`config.mk`:
```
export PLATFORM = sky130hd
export DESIGN_NAME = sorted_reader
export DESIGN_NICKNAME = d
export VERILOG_FILES = /design/src/rtl/sorted_reader.sv
export SDC_FILE = /design/constraint.sdc
export NUM_CORES = 1
export LEC_CHECK = 0
export ABC_AREA = 1
export ABC_CLOCK_PERIOD_IN_PS = 1900
export BUFFER_PORTS_ARGS = -buffer_cell sky130_fd_sc_hd__buf_2
export CAP_MARGIN = 40
export CORE_MARGIN = 10
export CORE_UTILIZATION = 28
export CTS_BUF_LIST = sky130_fd_sc_hd__clkbuf_4
export CTS_CLUSTER_SIZE = 25
export DETAILED_ROUTE_END_ITERATION = 8
export GPL_ROUTABILITY_DRIVEN = 0
export PLACE_DENSITY = 0.56
export SYNTH_ARGS = -nofsm -noshare
export SYNTH_HDL_FRONTEND = slang
export SYNTH_SLANG_ARGS = --single-unit
```
`constraint.sdc`:
```
create_clock -name clock -period 1.9 [get_ports clock]
set_input_delay 0.475 -clock clock [delete_from_list [all_inputs] [get_ports clock]]
set_output_delay 0.475 -clock clock [all_outputs]
set_load 0.01 [all_outputs]
```
`src/rtl/sorted_reader.sv`:
```
// Captures a 4-element vector on load, then streams it out one element per
// valid/ready beat (s0 first), flagging any captured vector that is not non-decreasing.
module sorted_reader #(
  parameter int unsigned DIGIT = 4
) (
  input  logic             clock,
  input  logic             reset,
  input  logic             load,
  input  logic [DIGIT-1:0] s0,
  input  logic [DIGIT-1:0] s1,
  input  logic [DIGIT-1:0] s2,
  input  logic [DIGIT-1:0] s3,
  input  logic             out_ready,
  output logic             out_valid,
  output logic [DIGIT-1:0] out_data,
  output logic [1:0]       out_index,
  output logic             out_last,
  output logic             busy,
  output logic             done,
  output logic             order_err
);

  typedef enum logic [2:0] {
    StIdle   = 3'b001,
    StSend   = 3'b010,
    StFinish = 3'b100
  } state_e;

  state_e           state_q;
  logic [DIGIT-1:0] buf_q [4];
  logic [1:0]       idx_q;
  logic             err_q;

  always_ff @(posedge clock or negedge reset) begin
    if (!reset) begin
      state_q  <= StIdle;
      buf_q[0] <= '0;
      buf_q[1] <= '0;
      buf_q[2] <= '0;
      buf_q[3] <= '0;
      idx_q    <= 2'd0;
      err_q    <= 1'b0;
    end else begin
      case (state_q)
        StIdle: begin
          if (load) begin
            buf_q[0] <= s0;
            buf_q[1] <= s1;
            buf_q[2] <= s2;
            buf_q[3] <= s3;
            idx_q    <= 2'd0;
            err_q    <= !((s0 <= s1) && (s1 <= s2) && (s2 <= s3));
            state_q  <= StSend;
          end
        end
        StSend: begin
          if (out_ready) begin
            if (idx_q == 2'd3) begin
              state_q <= StFinish;
            end else begin
              idx_q <= idx_q + 2'd1;
            end
          end
        end
        StFinish: state_q <= StIdle;
        // Any non-one-hot encoding recovers to idle.
        default:  state_q <= StIdle;
      endcase
    end
  end

  always_comb begin
    out_valid = (state_q == StSend);
    out_data  = out_valid ? buf_q[idx_q] : '0;
    out_index = out_valid ? idx_q : 2'd0;
    out_last  = out_valid && (idx_q == 2'd3);
    busy      = (state_q == StSend) || (state_q == StFinish);
    done      = (state_q == StFinish);
    order_err = err_q;
  end

endmodule

```
Yosys cells after proc, flatten, opt, wreduce, memory -nomap -nowiden
Index checks and enable logic that the tools add are counted.

word-level totals
  register bits after elaboration = 22
  input port bits = 20
  output and inout port bits = 11
  logic and storage cells = 43

operators by class
  $add $sub $neg = 1
  reductions and logical operators = 9
  magnitude comparators = 4
  bitwise gates (word level) = 1
  mux-type cells = 13
  equal/unequal tests = 8

operators with widths
  cell                                                             count
  4-bit less-or-equal comparator                                   3
  4-bit two-way mux                                                3
  3-bit two-way mux                                                3
  4-bit binary-select mux with 2-bit select                        1
  2-bit two-way mux                                                4
  2-bit != test, second input constant                             3
  3-bit case mux with 2 select lines                               1
  2-bit case mux with 2 select lines                               1
  4-bit AND reduction                                              1
  3-bit by 1-bit == test with 1-bit output, second input constant  1
  3-bit by 2-bit == test with 1-bit output, second input constant  1
  3-bit == test, second input constant                             1
  3-bit >= comparator, second input constant                       1
  1-bit logical AND                                                3
  2-bit inverter with 3-bit output                                 1
  3-bit AND reduction                                              1
  2-bit by 1-bit adder with 2-bit output, second input constant    1
  2-bit == test, second input constant                             1
  2-bit by 1-bit != test with 1-bit output, second input constant  1
  2-bit AND reduction                                              1
  2-bit nonzero test                                               1
  1-bit zero test                                                  1
  1-bit logical OR                                                 1

Depth between registers and ports, before layout
  depth in word-level cells = 5
  depth in mapped cells = 11
  mapped depth without buffers = 11

Worst setup path before layout
OpenSTA, ideal clock, no wires.

  kind = reg2out
  from = reg state_q[0]
  to = out busy
  required time = 1.425 ns
  path slack = 0.336 ns
  arrival = 1.089 ns
  stages on the path, launching flop included = 5
  path buffers = 0
  path through = dfstp_2 -> inv_1 -> nand3_1 -> inv_1 -> or2_2

between the ends
  longest elaborated chain between the ends = 2
  elaborated cells on any way between the ends = 3
  classes of those cells = eq/ne (2); reduce/logical (1)

ends and longest elaborated chain
  item                                      line  text
  start: declaration                        29    state_e state_q;
  start signal: assignment                  36    state_q <= StIdle;
  start signal: assignment                  53    state_q <= StSend;
  start signal: assignment                  59    state_q <= StFinish;
  3-bit by 2-bit == test with 1-bit output  n/a
  net out_valid                             14    output logic out_valid,
  1-bit logical OR                          77    busy = (state_q == StSend) || (state_q == StFinish);
  end: declaration                          18    output logic busy,

The timed path passes the listed nets, and every way through them passes these cells.

Final worst setup path
  from = reg idx_q[0]
  to = out out_data[3]

between the ends
  longest elaborated chain between the ends = 5

ends and longest elaborated chain
  item                                                    line  text
  start: declaration                                      31    logic [1:0] idx_q;
  start signal: assignment                                61    idx_q <= idx_q + 2'd1;
  2-bit inverter with 3-bit output (not written as such)  74    out_data = out_valid ? buf_q[idx_q] : '0;
  4-bit binary-select mux with 2-bit select               74
  4-bit two-way mux (not written as such) (2 in a row)    74
  4-bit two-way mux                                       74
  end: declaration                                        15    output logic [DIGIT-1:0] out_data,

Every way passes these cells. The select of a mux whose other input is x is not followed.

==> results.ini <==
[die]
die_area_sq_um = 8490
fp.dieH_um = 92.1
io_pins = 31
core_area_sq_um = 5070
start_util = 0.287
rows = 26
fp.dieW_um = 92.1

[drt]
drc = 0
num_vias = 1238
routed_wl_um = 3390
drtPass1Iterations = 4
routedWlPerCell_um = 11.6
via_per_inst = 4.23
drt_iter0_markers = 61
ant_nets = 0

[timing]
worst_pin_slew_ns = 0.509
fin_crit_sh = 0.984
slew-limit-headroom = 0.660
hold_ws_ns = 0.120
hold_violations = 0
clock.fmax_mhz = 535
rsz0062_at_grt = true
setup_viol = 0
post-route-min-period_ns = 1.87
clock-skew-final_ns = 0.00139
finalMaxSlewViolations = 0
fin_tns_setup_ns = 0

[global_routing]
grt_pass1_vias = 1276
grt_max_degree = 29
grt_pass1_wl_um = 5800
grt_usage = 0.0818
antenna_found_initial = 0
grt-ovfl-total = 0

[cells_and_area]
layout.area.seq_sq_um = 554
area_growth_syn_to_layout_pct = 20.5
antenna_cells = 0
fin_area_sq_um = 1760
drive_gt1_frac = 0.332
n_fill_cell = 554
final_nets = 257
multi_input_area_sq_um = 758
finish.utilization = 0.346

[worst_setup_path]
crit_type = reg2out
cp-start-kind = flop
crit_start = idx_q[0]
crit_path_top_delay_cell = dfrtp_2
max_stage_delay_ns = 0.43
critical_path.top_delay_family = flip-flops
cp_cell_sequence = buf_6 -> inv_4 -> o21ai_0 -> a21oi_1 -> buf_2
cp-end-kind = output pin
worst_ep_arrival_time_ns = 1.39
r2r-start = idx_q[1]
cp_num_buf_inv = 3
cp.required_ns = 1.42
crit_fanout = 9

[yosys]
netlist_instances = 189
synth.top_cell.area_share = 0.361
synth_cell_type_count = 20
ys_ff_latch = 22
synth_area_sq_um = 1460
yosysSeqAreaShare = 0.379
syn-mean-instance-area_sq_um = 7.71
yosysWarnings = 0
synth_area_leaders = dfrtp_1 (36%), nand2_1 (12%), ha_1 (11%)
synth.largest_area_cell = dfrtp_1
syn_nets = 222

[cts]
numCtsBuffers = 3
htree_levels = 1
cts_tree = done
cts_buffer_depth = 2
clk_pin_slew_ns = 0.12
cts_root_buf = clkbuf_4
clock_sinks = 22
ctsHoldBuffers = 0
clk_latency_ns = 0.30

[flow_run]
max_cap_violations = 0

[pwr]
powerDensity_nw_per_um2 = 1120
ir_drop_uv = 302
p_leak_nw = 0.969

[place]
hpwl_um = 2670
io_buffers = 30
dpl_cell_area_sq_um = 1660

[status]
status = complete, no violations

[hold_path]
min_path_type = in2async

## report_power, final
group / total (mW) / switching, mW / internal, mW
logic: 0.908 / 0.545 / 0.363
clock network: 0.235 / 0.139 / 0.0962
registers: 0.822 / 0.143 / 0.679
total: 1.96 / 0.827 / 1.14
## cell type report
class	count	area share
tap	70	0.0499
inverter	33	0.0748
timing repair buffer	34	0.110
multi-input combinational	130	0.432
clock buffer	4	0.0171
sequential	22	0.316
## cell families (layout without fill, tap and decap cells)
kind of cell	after synthesis	after routing	share of synthesized area
buf+inv	37	71	0.117
flops	22	22	0.379
simple gates	87	87	0.259
compound gates	30	30	0.134
fa+ha+maj	13	13	0.112
## state kept, by name, indices dropped and copies added (netlist names)
name / count
buf_q: 16
order_err: 1
idx_q: 2
state_q: 3
## worst paths after layout
| kind | endpoint | slack, ns | cells past startpoint |
|---|---|---|---|
| setup / recovery | out_data[3] | 0.03 | 5 |
| hold / removal | buf_q[13] | 0.12 | 1 |
| setup reg to reg | idx_q[1] | 0.42 | 6 |
| hold reg to reg | buf_q[13] | 0.49 | 2 |
| max in group asynchronous | idx_q[0] | 1.41 | 1 |
| min in group clock | buf_q[13] | 0.39 | 3 |
## metal layers
metal / GRT usage / vias to the layer above / share of wire
li1: - / 659 / -
met1: 0.108 / 544 / 0.52
met2: 0.124 / 33 / 0.41
met3: 0.0196 / 2 / 0.060
met4: 0.0347 / 0 / 0.0089
met5: 0 / - / 0
## cell usage after synthesis (all sizes together)
library cell and instances:
dfstp 1, inv 33, nor3 3, a21oi 8, buf 4, nor2 25, nand3 6, o21ai 22
nand2 50, dfrtp 21, ha 13, or2 3
## placed cells by master, fill, tap and decap left out, types with 2 or more instances in the layout
master    instances
nand2_1          46
buf_2            29
inv_1            26
nor2_1           21
dfrtp_1          19
ha_1             13
o21ai_2          12
o21ai_0           8
a21oi_1           7
inv_2             5
nand3_1           5
nand2_2           4
clkbuf_4          4
buf_6             3
nor2_2            2
o21ai_1           2
nor3_1            2
or2_2             2
dfrtp_2           2
buf_4             2
## per-stage QoR
step | std cells | worst slack [ns] | total power [mW]
after floorplan | 189 | 0.336 | 1.49
after global placement | 286 | 0.139 | 1.66
after detailed placement | 286 | 0.168 | 1.67
after CTS | 292 | 0.00679 | 1.95
after global routing | 293 | -0.0470 | 2.16
final | 293 | 0.0308 | 1.96
## worst reg2reg max path, stage by stage (launching register included)
cell and delay [ns]:
dfrtp_2 0.46, buf_4 0.15, ha_1 0.21, o21ai_0 0.32
nand2_1 0.12, nand2_1 0.07, nand2_1 0.05
## timing repair
action                                  4_1_cts  5_1_grt
gates resized for setup                      10       13
pin swaps                                     0        3
endpoints found under the setup margin        6        7
setup buffers                                 2        1
(Power assumes the default switching activity.)
